### src/rtl/matriz_pkg.sv
// Shared constants, opcodes and FSM encoding for the 5x5 matrix controller.
// Matrices are packed row-major, element (i,j) at bits 8*(5i+j).
package matriz_pkg;

  localparam int N        = 5;
  localparam int ELEM_W   = 8;
  localparam int NUM_ELEM = N * N;
  localparam int MAT_W    = NUM_ELEM * ELEM_W;
  localparam int IDX_W    = 5;
  localparam int ADDR_W   = 8;

  localparam logic [3:0] OP_SOMA          = 4'b0011;
  localparam logic [3:0] OP_SUBTRACAO     = 4'b0100;
  localparam logic [3:0] OP_MULTIPLICACAO = 4'b0101;
  localparam logic [3:0] OP_TRANSPOSTA    = 4'b0110;
  localparam logic [3:0] OP_OPOSTA        = 4'b0111;
  localparam logic [3:0] OP_ESCALAR       = 4'b1000;
  localparam logic [3:0] OP_DET2          = 4'b1001;
  localparam logic [3:0] OP_DET3          = 4'b1010;
  localparam logic [3:0] OP_DET4          = 4'b1011;
  localparam logic [3:0] OP_DET5          = 4'b1100;

  // LOAD spans idx 0..25 (address phase 0..24, capture phase 1..25).
  localparam logic [IDX_W-1:0] LOAD_ULTIMO  = 5'd25;
  localparam logic [IDX_W-1:0] STORE_ULTIMO = 5'd24;
  localparam logic [7:0]       EXEC_TIMEOUT = 8'd255;

  typedef enum logic [2:0] {
    StIdle  = 3'd0,
    StLoadA = 3'd1,
    StLoadB = 3'd2,
    StExec  = 3'd3,
    StStore = 3'd4,
    StDone  = 3'd5,
    StErr   = 3'd6
  } estado_e;

  function automatic logic op_valido(input logic [3:0] op);
    return (op >= OP_SOMA) && (op <= OP_DET5);
  endfunction

  function automatic logic op_binario(input logic [3:0] op);
    return (op == OP_SOMA) || (op == OP_SUBTRACAO) || (op == OP_MULTIPLICACAO);
  endfunction

  function automatic logic op_det(input logic [3:0] op);
    return (op >= OP_DET2) && (op <= OP_DET5);
  endfunction

endpackage

### src/rtl/matriz_sequenciador.sv
// Element counter shared by the LOAD and STORE phases: walks idx from 0,
// produces base+idx modulo 256 and flags the last index of the phase.
module matriz_sequenciador
  import matriz_pkg::*;
(
  input  logic              clk,
  input  logic              reset,
  input  logic              clr,
  input  logic              en,
  input  logic [ADDR_W-1:0] base,
  input  logic [IDX_W-1:0]  limite,
  output logic [IDX_W-1:0]  idx,
  output logic [ADDR_W-1:0] addr,
  output logic              ultimo
);

  logic [IDX_W-1:0] cnt_q;

  always_ff @(posedge clk or posedge reset) begin
    if (reset) begin
      cnt_q <= '0;
    end else if (clr) begin
      cnt_q <= '0;
    end else if (en) begin
      cnt_q <= cnt_q + 5'd1;
    end
  end

  always_comb begin
    idx    = cnt_q;
    // 8-bit add wraps naturally past 0xFF
    addr   = base + {{(ADDR_W - IDX_W){1'b0}}, cnt_q};
    ultimo = (cnt_q == limite);
  end

endmodule

### src/rtl/matriz_controlador.sv
// Matrix instruction controller: loads A/B from memory, runs the external ALU
// with a timeout, then writes the result matrix (or determinant) back.
module matriz_controlador
  import matriz_pkg::*;
(
  input  logic              clk,
  input  logic              reset,
  input  logic              start,
  input  logic [3:0]        opcode,
  input  logic [7:0]        escalar,
  input  logic [ADDR_W-1:0] base_a,
  input  logic [ADDR_W-1:0] base_b,
  input  logic [ADDR_W-1:0] base_c,
  output logic              busy,
  output logic              finished,
  output logic              erro,
  output logic [ADDR_W-1:0] mem_addr,
  input  logic [7:0]        mem_rdata,
  output logic [7:0]        mem_wdata,
  output logic              mem_we,
  output logic [3:0]        alu_opcode,
  output logic [7:0]        alu_escalar,
  output logic [MAT_W-1:0]  alu_matrizA,
  output logic [MAT_W-1:0]  alu_matrizB,
  input  logic [MAT_W-1:0]  alu_resultado,
  input  logic              alu_done
);

  estado_e           state_q, state_d;
  logic [3:0]        op_q;
  logic [7:0]        esc_q;
  logic [ADDR_W-1:0] ba_q, bb_q, bc_q;
  logic [MAT_W-1:0]  a_q, b_q, c_q;
  logic [7:0]        exec_cnt_q;
  logic              busy_q, busy_d;
  logic              erro_q, erro_d;

  logic              seq_clr, seq_en, seq_ultimo;
  logic [ADDR_W-1:0] seq_base, seq_addr;
  logic [IDX_W-1:0]  seq_lim, seq_idx, cap_idx;
  logic              accept, cap_a, cap_b, cap_c;

  matriz_sequenciador u_seq (
    .clk    (clk),
    .reset  (reset),
    .clr    (seq_clr),
    .en     (seq_en),
    .base   (seq_base),
    .limite (seq_lim),
    .idx    (seq_idx),
    .addr   (seq_addr),
    .ultimo (seq_ultimo)
  );

  always_comb begin
    state_d    = state_q;
    seq_clr    = 1'b1;
    seq_en     = 1'b0;
    seq_base   = '0;
    seq_lim    = LOAD_ULTIMO;
    mem_addr   = '0;
    mem_wdata  = '0;
    mem_we     = 1'b0;
    finished   = 1'b0;
    alu_opcode = 4'b0000;
    accept     = 1'b0;
    cap_a      = 1'b0;
    cap_b      = 1'b0;
    cap_c      = 1'b0;
    cap_idx    = seq_idx - 5'd1;

    unique case (state_q)
      StIdle: begin
        if (start) begin
          if (op_valido(opcode)) begin
            accept  = 1'b1;
            state_d = StLoadA;
          end else begin
            state_d = StErr;
          end
        end
      end
      StLoadA: begin
        seq_clr  = 1'b0;
        seq_en   = 1'b1;
        seq_base = ba_q;
        if (seq_idx != LOAD_ULTIMO) mem_addr = seq_addr;
        // Read data lags its address by one cycle
        cap_a = (seq_idx != '0);
        if (seq_ultimo) begin
          seq_clr = 1'b1;
          state_d = op_binario(op_q) ? StLoadB : StExec;
        end
      end
      StLoadB: begin
        seq_clr  = 1'b0;
        seq_en   = 1'b1;
        seq_base = bb_q;
        if (seq_idx != LOAD_ULTIMO) mem_addr = seq_addr;
        cap_b = (seq_idx != '0);
        if (seq_ultimo) begin
          seq_clr = 1'b1;
          state_d = StExec;
        end
      end
      StExec: begin
        alu_opcode = op_q;
        // A done seen on the first cycle belongs to a previous operation
        if ((exec_cnt_q != 8'd0) && alu_done) begin
          cap_c   = 1'b1;
          state_d = StStore;
        end else if (exec_cnt_q == EXEC_TIMEOUT) begin
          state_d = StErr;
        end
      end
      StStore: begin
        seq_clr   = 1'b0;
        seq_en    = 1'b1;
        seq_base  = bc_q;
        seq_lim   = op_det(op_q) ? 5'd0 : STORE_ULTIMO;
        mem_we    = 1'b1;
        mem_addr  = seq_addr;
        mem_wdata = c_q[ELEM_W*int'(seq_idx) +: ELEM_W];
        if (seq_ultimo) begin
          seq_clr = 1'b1;
          state_d = StDone;
        end
      end
      StDone: begin
        finished = 1'b1;
        state_d  = StIdle;
      end
      StErr: begin
        finished = 1'b1;
        state_d  = StIdle;
      end
      default: state_d = StIdle;
    endcase

    busy_d = busy_q;
    erro_d = erro_q;
    if (accept) begin
      busy_d = 1'b1;
      erro_d = 1'b0;
    end
    if (state_d == StErr)  erro_d = 1'b1;
    if (state_d == StIdle) busy_d = 1'b0;
  end

  always_ff @(posedge clk or posedge reset) begin
    if (reset) begin
      state_q    <= StIdle;
      op_q       <= '0;
      esc_q      <= '0;
      ba_q       <= '0;
      bb_q       <= '0;
      bc_q       <= '0;
      a_q        <= '0;
      b_q        <= '0;
      c_q        <= '0;
      exec_cnt_q <= '0;
      busy_q     <= 1'b0;
      erro_q     <= 1'b0;
    end else begin
      state_q <= state_d;
      busy_q  <= busy_d;
      erro_q  <= erro_d;
      if (accept) begin
        op_q  <= opcode;
        esc_q <= escalar;
        ba_q  <= base_a;
        bb_q  <= base_b;
        bc_q  <= base_c;
      end
      if (cap_a) a_q[ELEM_W*int'(cap_idx) +: ELEM_W] <= mem_rdata;
      if (cap_b) b_q[ELEM_W*int'(cap_idx) +: ELEM_W] <= mem_rdata;
      if (cap_c) c_q <= alu_resultado;
      exec_cnt_q <= (state_q == StExec) ? exec_cnt_q + 8'd1 : 8'd0;
    end
  end

  always_comb begin
    busy        = busy_q;
    erro        = erro_q;
    alu_escalar = esc_q;
    alu_matrizA = a_q;
    alu_matrizB = b_q;
  end

endmodule

### config.mk
export PLATFORM = sky130hd
export DESIGN_NAME = matriz_controlador
export DESIGN_NICKNAME = d
export VERILOG_FILES = /design/src/rtl/matriz_pkg.sv /design/src/rtl/matriz_sequenciador.sv /design/src/rtl/matriz_controlador.sv
export SDC_FILE = /design/constraint.sdc
export NUM_CORES = 1
export LEC_CHECK = 0
export CORE_AREA = 4 4 262 264
export CTS_CLUSTER_DIAMETER = 40
export DETAILED_ROUTE_END_ITERATION = 16
export DIE_AREA = 0 0 266 268
export PLACE_DENSITY = 0.72
export SETUP_SLACK_MARGIN = 0.05
export SLEW_MARGIN = 30
export SYNTH_ARGS = -nofsm -noshare
export SYNTH_HDL_FRONTEND = slang
export SYNTH_SLANG_ARGS = --single-unit
### constraint.sdc
create_clock -name clk -period 34 [get_ports clk]
set_input_delay 6.8 -clock clk [delete_from_list [all_inputs] [get_ports clk]]
set_output_delay 6.8 -clock clk [all_outputs]
set_load 0.01 [all_outputs]
# After elaboration in Yosys (flattened, before gate mapping)

Index checks and enable logic that the tools add are counted.

$add $sub $neg: 5
Magnitude comparators: 4
Equal/unequal tests: 13
Shifts and indexed selects: 3
Muxes and demuxes: 37
Reduce and logical (&&, ||, !) cells: 15

Operators with widths:

| kind                                                    | number |
|---|---|
| bitwise mux 200 bit                                     | 2 |
| variable shift 8 x 33 -> 200 bit (first input constant) | 1 |
| indexed part select 200 x 9 -> 8 bit                    | 1 |
| indexed part select 8 x 33 -> 200 bit                   | 1 |
| negator 8 -> 33 bit                                     | 1 |
| 2-to-1 mux 8 bit                                        | 3 |
| one-hot mux 8 bit (3 select lines)                      | 1 |
| 2-to-1 mux 3 bit                                        | 7 |
| 2-to-1 mux 5 bit                                        | 4 |
| 2-to-1 mux 1 bit                                        | 17 |
| one-hot mux 8 bit (2 select lines)                      | 1 |
| one-hot mux 3 bit (5 select lines)                      | 1 |
| == test 3 bit (second input constant)                   | 4 |
| adder 8 x 1 -> 8 bit (second input constant)            | 1 |
| adder 8 x 5 -> 8 bit                                    | 1 |
| == test 4 x 3 -> 1 bit (second input constant)          | 2 |
| == test 8 bit (second input constant)                   | 1 |
| less-or-equal comparator 4 bit (second input constant)  | 2 |
| nonzero test 8 bit                                      | 1 |
| == test 3 x 2 -> 1 bit (second input constant)          | 2 |
| zero test 3 bit                                         | 2 |
| nonzero test 2 bit                                      | 3 |
| adder 5 x 1 -> 5 bit (second input constant)            | 1 |
| == test 5 bit                                           | 1 |
| other kinds (12)                                        | 16 |

Register bits: 654
Bits of input ports: 248
Word-level logic and storage cells: 90

# Longest topological paths before layout

Gate-level depths: netlist of the first run.

Depth after elaboration: 9
Mapped depth: 14
Depth with buffers taken out: 13

# Hierarchy

Synthesis of the first run repeated with hierarchy kept, for this count alone.

Cells, all modules: 2078
Area total of the unflattened synthesis: 28023.1 um^2

By module, submodules not included:

| module              | times used | cells each | area an instance (um^2) |
|---|---|---|---|
| matriz_controlador  | 1          | 2020       | 27512.6 |
| matriz_sequenciador | 1          | 58         | 510.5 |

# Least setup slack after synthesis of the first run

OpenSTA, ideal clock, no wires.

Path kind: register to output
Start point: register state_q[1]
End point: output port mem_addr[7]
Arrival: 2.536 ns
Required time: 27.200 ns
Path slack: 24.664 ns
Stages on the path, launching flop included: 14
Path buffers: 1
Path through: dfrtp_1 nor2_1 nand2_1 inv_1 clkbuf_1 nand2_1 o21ai_0 ha_1 a21o_1 a21oi_1 o21bai_1 a21oi_1 nor4_1 nor3_1

Word-level cells in the longest chain between the ends: 5
Elaborated cells between the ends (all ways): 8
Those cells by class: add/sub (1); eq/ne (3); mux (3); reduce/logical (1)

Ends and longest elaborated chain:

| item                                        | line                                               | RTL |
|---|---|---|
| from (decl)                                 | matriz_controlador.sv:29                           | `estado_e state_q, state_d;` |
| from (signal assigned)                      | matriz_controlador.sv:152                          | `state_q <= StIdle;` |
| from (signal assigned)                      | matriz_controlador.sv:165                          | `state_q <= state_d;` |
| == test 3 bit, or another cell as far along | matriz_controlador.sv:72                           | `unique case (state_q)` |
| one-hot mux 8 bit (3 select lines)          | matriz_controlador.sv:72                           |  |
| adder 8 x 5 -> 8 bit                        | matriz_sequenciador.sv:32                          | `addr = base + {{(ADDR_W - IDX_W){1'b0}}, cnt_q};` |
| 2-to-1 mux 8 bit                            | matriz_controlador.sv:87, matriz_controlador.sv:99 |  |
| one-hot mux 8 bit (2 select lines) *        | matriz_controlador.sv:72                           |  |
| to (decl)                                   | matriz_controlador.sv:17                           | `output logic [ADDR_W-1:0] mem_addr,` |

Every way passes the cells marked *; elsewhere a longest branch is shown, timed or not.

# Worst setup path in the final report of the first run

Start point: register state_q[2]
End point: output port mem_addr[7]

The elaborated chain is that of the path after synthesis.

==> metrics.csv, run 1 <==
stage;metric;value;unit
clock_network;cts_buffers;94;
yosys;ys.flop_type;dfrtp_1;
setup_path;cp-start-kind;register;
flow_run;maxCapViolCount;0;
drt;drcViolationCount;0;
yosys;yosys.area.top_type;dfrtp_1;
setup_path;startpoint;state_q[2];
global_route;grt_max_degree;198;
clock_network;clock_path_buffers;3;
die;core;66600;um2
sta;hold_violations;0;
yosys;yosysMostFrequentCell;dfrtp_1;
die;ios;680;
setup_path;max_stage_delay;0.73;ns
clock_network;cts_hold_buf;0;
final_layout;n_fill_cell;5170;
global_route;grt_use_total;24.5;%
yosys;synth_seq_area_share;58.3;%
final_layout;drive_gt1_share;33.3;%
setup_path;crit_slowest_cell;dfrtp_1;
sta;fin_crit;11.40;ns
pwr;p_leak;18.3;nW
clock_network;cts_tree;yes;
clock_network;postCtsResizedCells;0;
global_route;grt-ovfl-total;0;
yosys;synth_cells;1924;
setup_path;crit_path_end_kind;output pin;
yosys;synth_top_cell_area_share;58.3;%
pwr;power;2.63;mW
die;rows;95;
sta;finalClockSkew;0.0243;ns
sta;worstMarginPinSlew;1.05;ns
sta;setup_tns;0;ns
die;fp.dieH;268;um
clock_network;htree_levels;3;
drt;wl;89800;um
min_path;min_path_type;reg -> reg;
clock_network;cts_setup_buffers;0;
die;die_x;266;um
drt;drt_pre_antenna_iters;6;
yosys;netlist_area;28100;um2
setup_path;required;27.20;ns
sta;setup_viol;0;
outcome;status;completed;
setup_path;path_cells;nand2_1, inv_1, nand2_1, o21ai_0, ha_1, a21o_1, a21oi_1, o21bai_1, a21oi_1, nor4_1, nor3_1, clkdlybuf4s50_1;
die;die_area;71300;um2
sta;relSlewSlack;29.6;%
global_route;grt_first_pass_wirelength;131000;um
drt;num_vias;18821;
final_layout;area_growth;39.6;%
global_route;antenna_found_initial;21;
setup_path;r2r-start;u_seq.idx[1];
clock_network;cts_sinks;654;
final_layout;stdcell_count;3596;
clock_network;cts-root-buf;clkbuf_16;
sta;max_freq;87.7;MHz
drt;ant_nets;0;
setup_path;cp_data_arrival_time;4.60;ns
min_path;min_from;alu_escalar[3];
clock_network;clk_latency;0.63;ns
pwr;ir_drop;40.5;uV
yosys;ys_async_sr_fraction;100;%
setup_path;critPathMaxFanout;20;
yosys;yosys-top-cells-count;dfrtp_1, mux2_2, nand2_1;
yosys;ys_types;59;
sta;rsz0062_at_grt;false;
placed_design;placed_cells;3406;
yosys;synth_edf_count;0;
placed_design;dpl_worst_slack;23.31;ns
placed_design;routabilityCongestion;0.845;
placed_design;placed_cell_area;35800;um2
final_layout;postLayoutCellArea;39200;um2
sta;fin_ws;22.60;ns
clock_network;clk_pin_slew;0.05;ns
drt;detail_route.wl_per_cell;25.0;um
global_route;grt_pass1_vias;20135;
setup_path;path_class;reg -> out;
pwr;power.density;67.0;nW/um2
drt;drt_iter0_markers;1216;
yosys;ys_ff_latch;654;
sta;slew_viol_final;0;
yosys;synth_area_per_cell;14.6;um2
setup_path;path_buf_inv;2;
placed_design;dp.final_hpwl;67500;um
die;start_util;42.2;%
final_layout;nets;2894;
yosys;synth_area_leaders;dfrtp_1, mux2_2, mux4_2;
setup_path;cp_top_family;buffers and inverters;
yosys;yosysWarnings;0;
placed_design;portBuffers;679;
yosys;synthesis.nets;2187;
sta;post-route-period-util;33.5;%
drt;viasPerCell;5.23;
[metrics by stage]
| step | utilization [%] | hold slack (ns) |
|---|---|---|
| finish | 58.9 | 0.480 |
| global route | 58.8 | 0.500 |
| CTS | 58.7 | 0.477 |
| detailed placement | 53.8 | 0.464 |
| global placement | 53.7 | 0.463 |
| floorplan | - | 0.446 |
[area by class of cell]
type	count	area (um2)	area share (%)
well taps	873	1090	2.79
flip-flops and latches	654	16400	41.8
clock inverters	65	811	2.07
clock buffers	109	2480	6.33
inverters	9	46.3	0.118
diodes	14	35.0	0.0894
repair buffers	698	7020	17.9
multi-input cells	1174	11300	28.9
[registers in the layout (all words and copies together) (netlist names), 4 cells and up]
name and cells:
u_seq.idx 5, bb_q 8, alu_escalar 8, bc_q 8, c_q 200, op_q 4, exec_cnt_q 8, alu_matrizA 200
ba_q 8, alu_matrizB 200
[worst register-to-register path: cells and delay by family (launching register included)]
family	cells	cell delay, ns
multiplexers	1	0.38
buffers and inverters	2	0.89
flip-flops	1	0.33
XOR/XNOR	1	0.27
adder cells (fa/ha/maj)	1	0.58
AND/OR/NAND/NOR	3	2.12
AO/OA/AOI/OAI	1	0.15
[path summary, 6_finish.rpt]
| check | to | slack (ns) | depth (start not counted) |
|---|---|---|---|
| min reg2reg | alu_escalar[3] | 0.48 | 2 |
| max | mem_addr[7] | 22.60 | 12 |
| max reg2reg | alu_matrizB[9] | 29.16 | 9 |
| min | alu_escalar[3] | 0.48 | 2 |
| min in group asynchronous | alu_matrizA[196] | 6.66 | 2 |
| max in group asynchronous | c_q[120] | 25.11 | 5 |
[logic make-up (layout without fill, tap and decap cells)]
| kind of cell | count (synthesis) | after routing | synth area share [%] |
|---|---|---|---|
| mux | 675 | 675 | 29.2 |
| flops | 654 | 654 | 58.3 |
| simple gates | 408 | 408 | 8.32 |
| buf+inv | 96 | 881 | 1.45 |
| compound gates | 57 | 57 | 1.32 |
| xor+xnor | 19 | 19 | 0.646 |
| fa+ha+maj | 15 | 15 | 0.695 |
| other cells | 0 | 14 | 0 |
[layer usage]
| layer | global-route usage [%] | vias up | routed length [um] |
|---|---|---|---|
| met2 | 43.6 | 646 | 46500 |
| met1 | 28.4 | 9723 | 33600 |
| met3 | 7.55 | 141 | 6980 |
| met5 | 0 | - | 106 |
| met4 | 8.01 | 16 | 2640 |
| li1 | - | 8295 | - |
[where the power goes]
group          switching [mW]  internal [mW]
combinational           0.340          0.311
sequential             0.0814          0.899
clock                   0.383          0.612
total                   0.805           1.82
[placed cells by master, fill, tap and decap left out, drive strengths merged, types with 9 or more instances in the layout]
master / n
dfrtp: 654
mux2: 601
and3: 15
nor2b: 40
a21oi: 10
ha: 14
diode: 14
nor3: 9
xnor2: 14
clkdlybuf4s50: 678
clkbuf: 109
bufinv: 10
buf: 20
and2: 78
clkinvlp: 14
mux4: 56
inv: 24
mux2i: 18
nor2: 70
nand2: 145
nand3: 20
clkinv: 26
o21ai: 17
Power figures use the tool's default switching activity.
==> run 2: changes to the inputs <==
--- a/config.mk
+++ b/config.mk
@@ -5,11 +5,11 @@
 export SDC_FILE = /design/constraint.sdc
 export NUM_CORES = 1
 export LEC_CHECK = 0
-export CORE_AREA = 4 4 262 264
+export CORE_AREA = 4 4 264 266
 export CTS_CLUSTER_DIAMETER = 40
 export DETAILED_ROUTE_END_ITERATION = 16
-export DIE_AREA = 0 0 266 268
-export PLACE_DENSITY = 0.72
+export DIE_AREA = 0 0 268 270
+export PLACE_DENSITY = 0.71
 export SETUP_SLACK_MARGIN = 0.05
 export SLEW_MARGIN = 30
 export SYNTH_ARGS = -nofsm -noshare
==> constraint.sdc (replaced) <==
create_clock -name clk -period 11.2 [get_ports clk]
set_input_delay 2.24 -clock clk [delete_from_list [all_inputs] [get_ports clk]]
set_output_delay 2.24 -clock clk [all_outputs]
set_load 0.01 [all_outputs]
==> run 2 against run 1 <==
Effect of this change: core utilization is 0.15 points lower; clock skew grew 0.0012 ns; critical path depth stayed put; clock power increased to 3.2 times the previous value; die area up 1.5%; sequential cell count stayed put; worst hold slack worse by 0.0019 ns; critical path type unchanged.
==> metrics.csv, run 2 (synthesis gave the netlist of run 1 again) <==
stage;metric;value;unit;change
outcome;status;completed;;unchanged
placed_design;dp.final_hpwl;68500;um;was 67500 um
pwr;p_sw_share;30.2;%;was 30.7%
die;start_util;41.9;%;was 42.2%
setup_path;path_cells;nand2_1, inv_1, nand2_1, o21ai_0, ha_1, a21o_1, a21oi_1, o21bai_1, a21oi_1, nor4_1, nor3_1, clkdlybuf4s50_1;;unchanged
global_route;grt_max_degree;190;;was 198
clock_network;clk_latency;0.64;ns;was 0.63 ns
drt;num_vias;18904;;was 18821
drt;viasPerCell;5.26;;was 5.23
setup_path;crit_path_end_kind;output pin;;unchanged
global_route;grt_first_pass_wirelength;136000;um;was 131000 um
clock_network;cts_sinks;654;;unchanged
sta;setup_tns;0;ns;unchanged
clock_network;clk_pin_slew;0.05;ns;about the same
sta;fin_ws;4.43;ns;was 22.60 ns
final_layout;nets;2900;;was 2894
final_layout;area_growth;40.2;%;was 39.6%
global_route;grt-ovfl-total;0;;unchanged
die;fp.dieH;270;um;was 268 um
sta;hold_violations;0;;unchanged
clock_network;postCtsResizedCells;0;;unchanged
setup_path;path_class;reg -> out;;unchanged
setup_path;cp_data_arrival_time;4.53;ns;was 4.60 ns
placed_design;portBuffers;679;;unchanged
clock_network;cts_setup_buffers;0;;unchanged
sta;fin_crit;6.77;ns;
final_layout;regArea;16400;um2;unchanged
global_route;antenna_found_initial;15;;was 21
flow_run;maxCapViolCount;0;;unchanged
final_layout;fin_util;58.7;%;was 58.9%
drt;drt_pre_antenna_iters;7;;was 6
sta;relSlewSlack;30.0;%;was 29.6%
pwr;power_frac_seq;36.8;%;was 37.3%
pwr;power.density;207;nW/um2;was 67.0 nW/um2
pwr;p_sw;2.47;mW;was 0.805 mW
die;die_x;268;um;was 266 um
drt;drt_iter0_markers;965;;was 1216
pwr;p_comb_share;24.0;%;was 24.8%
clock_network;cts_buffers;98;;was 94
setup_path;crit_slowest_cell;dfrtp_1;;unchanged
placed_design;routabilityCongestion;0.859;;was 0.845
pwr;pwr-share-clk;39.2;%;was 37.9%
clock_network;cts_hold_buf;0;;unchanged
sta;rsz0062_at_grt;false;;unchanged
drt;drcViolationCount;0;;unchanged
setup_path;ff2ff_setup_slack;6.47;ns;was 29.16 ns
sta;max_freq;148;MHz;
pwr;ir_drop;129;uV;was 40.5 uV
setup_path;required;8.96;ns;was 27.20 ns
setup_path;cp-start-kind;register;;unchanged
sta;finalClockSkew;0.0255;ns;was 0.0243 ns
global_route;grt_use_total;25.0;%;was 24.5%
final_layout;n_fill_cell;5223;;was 5170
sta;worstMarginPinSlew;1.05;ns;about the same
final_layout;mostFrequentLayoutCell;clkdlybuf4s50_1;;unchanged
clock_network;cts_tree;yes;;unchanged
die;core;67000;um2;was 66600 um2
drt;ant_nets;0;;unchanged
placed_design;placed_cell_area;35800;um2;about the same
setup_path;critPathMaxFanout;20;;unchanged
final_layout;postLayoutCellArea;39400;um2;was 39200 um2
sta;slew_viol_final;0;;unchanged
final_layout;drive_gt1_share;33.6;%;was 33.3%
die;die_area;72400;um2;was 71300 um2
global_route;grt_pass1_vias;20507;;was 20135
sta;setup_viol;0;;unchanged
clock_network;htree_levels;3;;unchanged
final_layout;multi_input_area;11300;um2;unchanged
setup_path;max_stage_delay;0.74;ns;was 0.73 ns
pwr;p_leak;18.4;nW;was 18.3 nW
pwr;power;8.16;mW;was 2.63 mW
min_path;min_path_type;reg -> reg;;unchanged
placed_design;dpl_worst_slack;5.13;ns;was 23.31 ns
sta;post-route-period-util;60.5;%;
drt;detail_route.wl_per_cell;25.5;um;was 25.0 um
clock_network;clock_path_buffers;3;;unchanged
clock_network;cts-root-buf;clkbuf_16;;unchanged
die;rows;95;;unchanged
die;ios;680;;unchanged
pwr;power.internal;5.69;mW;was 1.82 mW
final_layout;layout_common_cells;clkdlybuf4s50_1, dfrtp_1, mux2_2, nand2_1, clkbuf_16;;unchanged
drt;wl;91700;um;was 89800 um
run 2: cell types whose count changed in the layout (fill, tap and decap cells not counted), moves of 3 or more:
| cell | delta |
|---|---|
| clkbuf_16 | +4 |
| buf_4 | +3 |
| diode_2 | -11 |
| bufinv_16 | +4 |
| clkbuf_8 | +3 |
| clkinv_2 | +3 |
run 2: path summary, 6_finish.rpt:
check	from	end	depth (start not counted)
max in group asynchronous	reset	alu_matrizA[78]	5
hold / removal	ba_q[1]	ba_q[1]	2
setup reg to reg	u_seq.idx[0]	alu_matrizB[117]	11
setup / recovery	state_q[2]	mem_addr[7]	12
min in group asynchronous	reset	alu_matrizA[84]	3
hold reg to reg	ba_q[1]	ba_q[1]	2
run 2: final cells by class:
type | count | area share, %
Antenna cell | 3 | 0.0191
Sequential cell | 654 | 41.6
Multi-Input combinational cell | 1174 | 28.8
Timing Repair Buffer | 700 | 17.8
Clock buffer | 114 | 6.64
Clock inverter | 66 | 2.25
Inverter | 9 | 0.0954
Tap cell | 873 | 2.78
run 2: worst max-delay path, delay by kind of cell, from the launching register on:
family                   cells  cell delay, ns
AO/OA/AOI/OAI                5            0.93
adder cells (fa/ha/maj)      1            0.30
buffers and inverters        2            1.08
flip-flops                   1            0.74
AND/OR/NAND/NOR              4            0.86
run 2: metrics by stage:
step	instances	hold WS, ns
after floorplan	1924	0.446
after global placement	3409	0.458
after global routing	3590	0.502
final	3593	0.478
after CTS	3589	0.479
after detailed placement	3409	0.465
run 2: per-layer routing:
layer | vias to the layer above | global-route usage [%] | share of wire [%] | wire length [um]
li1 | 8280 | - | - | -
met1 | 9791 | 28.8 | 37 | 34000
met2 | 660 | 44.4 | 52 | 47400
met3 | 149 | 7.91 | 8.4 | 7660
met4 | 24 | 7.44 | 2.7 | 2480
met5 | - | 0 | 0.16 | 150
run 2: power by group through the flow:
stage / Sequential [mW] / Clock, mW / Combinational [mW]
after floorplan: 2.97 / 0 / 1.15
after global placement: 3.02 / 0 / 1.94
after detailed placement: 3.04 / 0 / 1.99
after CTS: 3.00 / 3.25 / 1.99
after global routing: 3.05 / 3.36 / 2.12
final: 3.00 / 3.20 / 1.96
==> run 3: changes to the inputs <==
==> constraint.sdc (replaced) <==
create_clock -name clk -period 6.3 [get_ports clk]
set_input_delay 1.26 -clock clk [delete_from_list [all_inputs] [get_ports clk]]
set_output_delay 1.26 -clock clk [all_outputs]
set_load 0.01 [all_outputs]
==> run 3 against run 2 <==
Effect of this change: setup slack got worse by 3.9 ns; sequential power is 78% higher; cell count hardly changed; largest cell class unchanged; critical endpoint unchanged; via count rose by 0.21%; non-clock buffer count rose by 4; sequential cell count stayed put.
==> metrics.csv, run 3 (synthesis gave the netlist of run 1 again) <==
stage;metric;value;unit;change
min_path;min_path_type;reg -> reg;;unchanged
setup_path;crit_path_end_kind;output pin;;unchanged
global_route;grt-ovfl-total;0;;unchanged
sta;relSlewSlack;33.4;%;was 30.0%
clock_network;cts-root-buf;clkbuf_16;;unchanged
sta;max_freq;174;MHz;
pwr;p_sw_share;30.8;%;was 30.2%
global_route;antenna_found_initial;10;;was 15
clock_network;cts_buffers;96;;was 98
clock_network;postCtsResizedCells;0;;unchanged
drt;drcViolationCount;0;;unchanged
die;die_area;72400;um2;unchanged
die;ios;680;;unchanged
final_layout;drive_gt1_share;33.6;%;about the same
global_route;grt_max_degree;166;;was 190
placed_design;routabilityCongestion;0.825;;was 0.859
pwr;p_comb_share;24.7;%;was 24.0%
global_route;grt_first_pass_wirelength;134000;um;was 136000 um
pwr;p_sw;4.43;mW;was 2.47 mW
final_layout;fin_util;58.6;%;was 58.7%
setup_path;r2r-start;u_seq.idx[1];;was u_seq.idx[0]
placed_design;portBuffers;679;;unchanged
die;fp.dieH;270;um;unchanged
drt;drt_iter0_markers;1012;;was 965
setup_path;required;5.04;ns;was 8.96 ns
pwr;power.density;365;nW/um2;was 207 nW/um2
clock_network;cts_tree;yes;;unchanged
pwr;power.internal;9.94;mW;was 5.69 mW
setup_path;startpoint;state_q[2];;unchanged
setup_path;cp_data_arrival_time;4.50;ns;was 4.53 ns
sta;fin_crit;5.76;ns;
die;rows;95;;unchanged
clock_network;clock_path_buffers;3;;unchanged
placed_design;placed_cell_area;35900;um2;was 35800 um2
pwr;ir_drop;283;uV;was 129 uV
pwr;p_leak;18.4;nW;about the same
setup_path;path_class;reg -> out;;unchanged
flow_run;maxCapViolCount;0;;unchanged
pwr;power_frac_seq;37.1;%;was 36.8%
min_path;whs_path_depth;2;;unchanged
drt;viasPerCell;5.27;;was 5.26
clock_network;clk_latency;0.63;ns;was 0.64 ns
die;core;67000;um2;unchanged
final_layout;nets;2902;;was 2900
die;die_x;268;um;unchanged
sta;rsz0062_at_grt;false;;unchanged
setup_path;critPathMaxFanout;20;;unchanged
sta;worstMarginPinSlew;0.996;ns;was 1.05 ns
drt;wl;90100;um;was 91700 um
setup_path;cp-start-kind;register;;unchanged
global_route;grt_pass1_vias;20401;;was 20507
sta;hold_violations;0;;unchanged
clock_network;cts_hold_buf;0;;unchanged
placed_design;dp.final_hpwl;68000;um;was 68500 um
sta;setup_viol;0;;unchanged
sta;finalClockSkew;0.0247;ns;was 0.0255 ns
setup_path;ff2ff_path_depth;8;;was 11
sta;post-route-period-util;91.4;%;
min_path;min_from;bb_q[0];;was ba_q[1]
drt;detail_route.wl_per_cell;25.1;um;was 25.5 um
final_layout;postLayoutCellArea;39300;um2;was 39400 um2
final_layout;layout_common_cells;clkdlybuf4s50_1, dfrtp_1, mux2_2, nand2_1, clkbuf_16;;unchanged
sta;slew_viol_final;0;;unchanged
final_layout;area_growth;40.1;%;was 40.2%
clock_network;cts_sinks;654;;unchanged
clock_network;clk_pin_slew;0.05;ns;about the same
clock_network;htree_levels;3;;unchanged
clock_network;cts_setup_buffers;0;;unchanged
die;start_util;41.9;%;unchanged
global_route;grt_use_total;24.5;%;was 25.0%
drt;num_vias;18943;;was 18904
drt;ant_nets;0;;unchanged
pwr;pwr-share-clk;38.2;%;was 39.2%
outcome;status;completed;;unchanged
drt;drt_pre_antenna_iters;4;;was 7
final_layout;mostFrequentLayoutCell;clkdlybuf4s50_1;;unchanged
## run 3: cell count changes in the layout (fill, tap and decap cells not counted), moves of 2 or more
| cell | delta |
|---|---|
| bufinv_16 | -6 |
| clkinv_4 | +6 |
| buf_12 | +4 |
| buf_4 | +3 |
| buf_6 | -3 |
| clkinvlp_4 | -3 |
| inv_6 | +3 |
| clkinv_2 | -2 |
| inv_8 | +2 |
## run 3: through the flow
step	setup slack, ns	instances	hold slack [ns]	TNS [ns]	total power [mW]
2_1_floorplan	-3.90	1924	0.446	-2549.65	7.34
4_1_cts	0.525	3593	0.477	0	14.5
3_5_place_dp	1.20	3413	0.464	0	8.98
5_1_grt	0.210	3594	0.499	0	15.0
3_3_place_gp	1.28	3411	0.460	0	8.83
6_report	0.544	3596	0.474	0	14.4
## run 3: path summary, 6_finish.rpt
check,endpoint,slack (ns)
max,mem_addr[7],0.54
min,bb_q[0],0.47
max reg2reg,alu_matrizB[46],1.57
min reg2reg,bb_q[0],0.47
max in group asynchronous,alu_matrizA[62],3.55
min in group asynchronous,bc_q[7],1.16
## run 3: layer usage
layer / part of all wire [%] / track usage (%) / vias up
met5: 0.069 / 0 / -
met3: 8.1 / 7.21 / 151
met2: 52 / 43.4 / 669
li1: - / - / 8301
met1: 37 / 28.4 / 9812
met4: 3.0 / 7.91 / 10
## run 3: final cells by class
class	instances	area, um2
diodes	2	5.00
fillers	5184	27700
clock inverters	64	729
flip-flops and latches	654	16400
inverters	9	37.5
clock buffers	116	2650
repair buffers	704	7090
multi-input cells	1174	11300
well taps	873	1090
## run 3: power by group through the flow
| stage | clock (mW) | sequential, mW | combinational [mW] |
|---|---|---|---|
| 2_1_floorplan | 0 | 5.29 | 2.05 |
| 3_3_place_gp | 0 | 5.40 | 3.43 |
| 3_5_place_dp | 0 | 5.39 | 3.58 |
| 4_1_cts | 5.57 | 5.33 | 3.60 |
| 5_1_grt | 5.77 | 5.40 | 3.82 |
| 6_report | 5.49 | 5.33 | 3.55 |
## run 3: worst max-delay path: stages, from the launching register on
cell,delay [ns]
dfrtp_1,0.74
nand2_1,0.46
inv_1,0.45
nand2_1,0.09
o21ai_0,0.18
ha_1,0.32
a21o_1,0.16
a21oi_1,0.25
o21bai_1,0.10
a21oi_1,0.30
nor4_1,0.09
nor3_1,0.16
clkdlybuf4s50_1,0.58
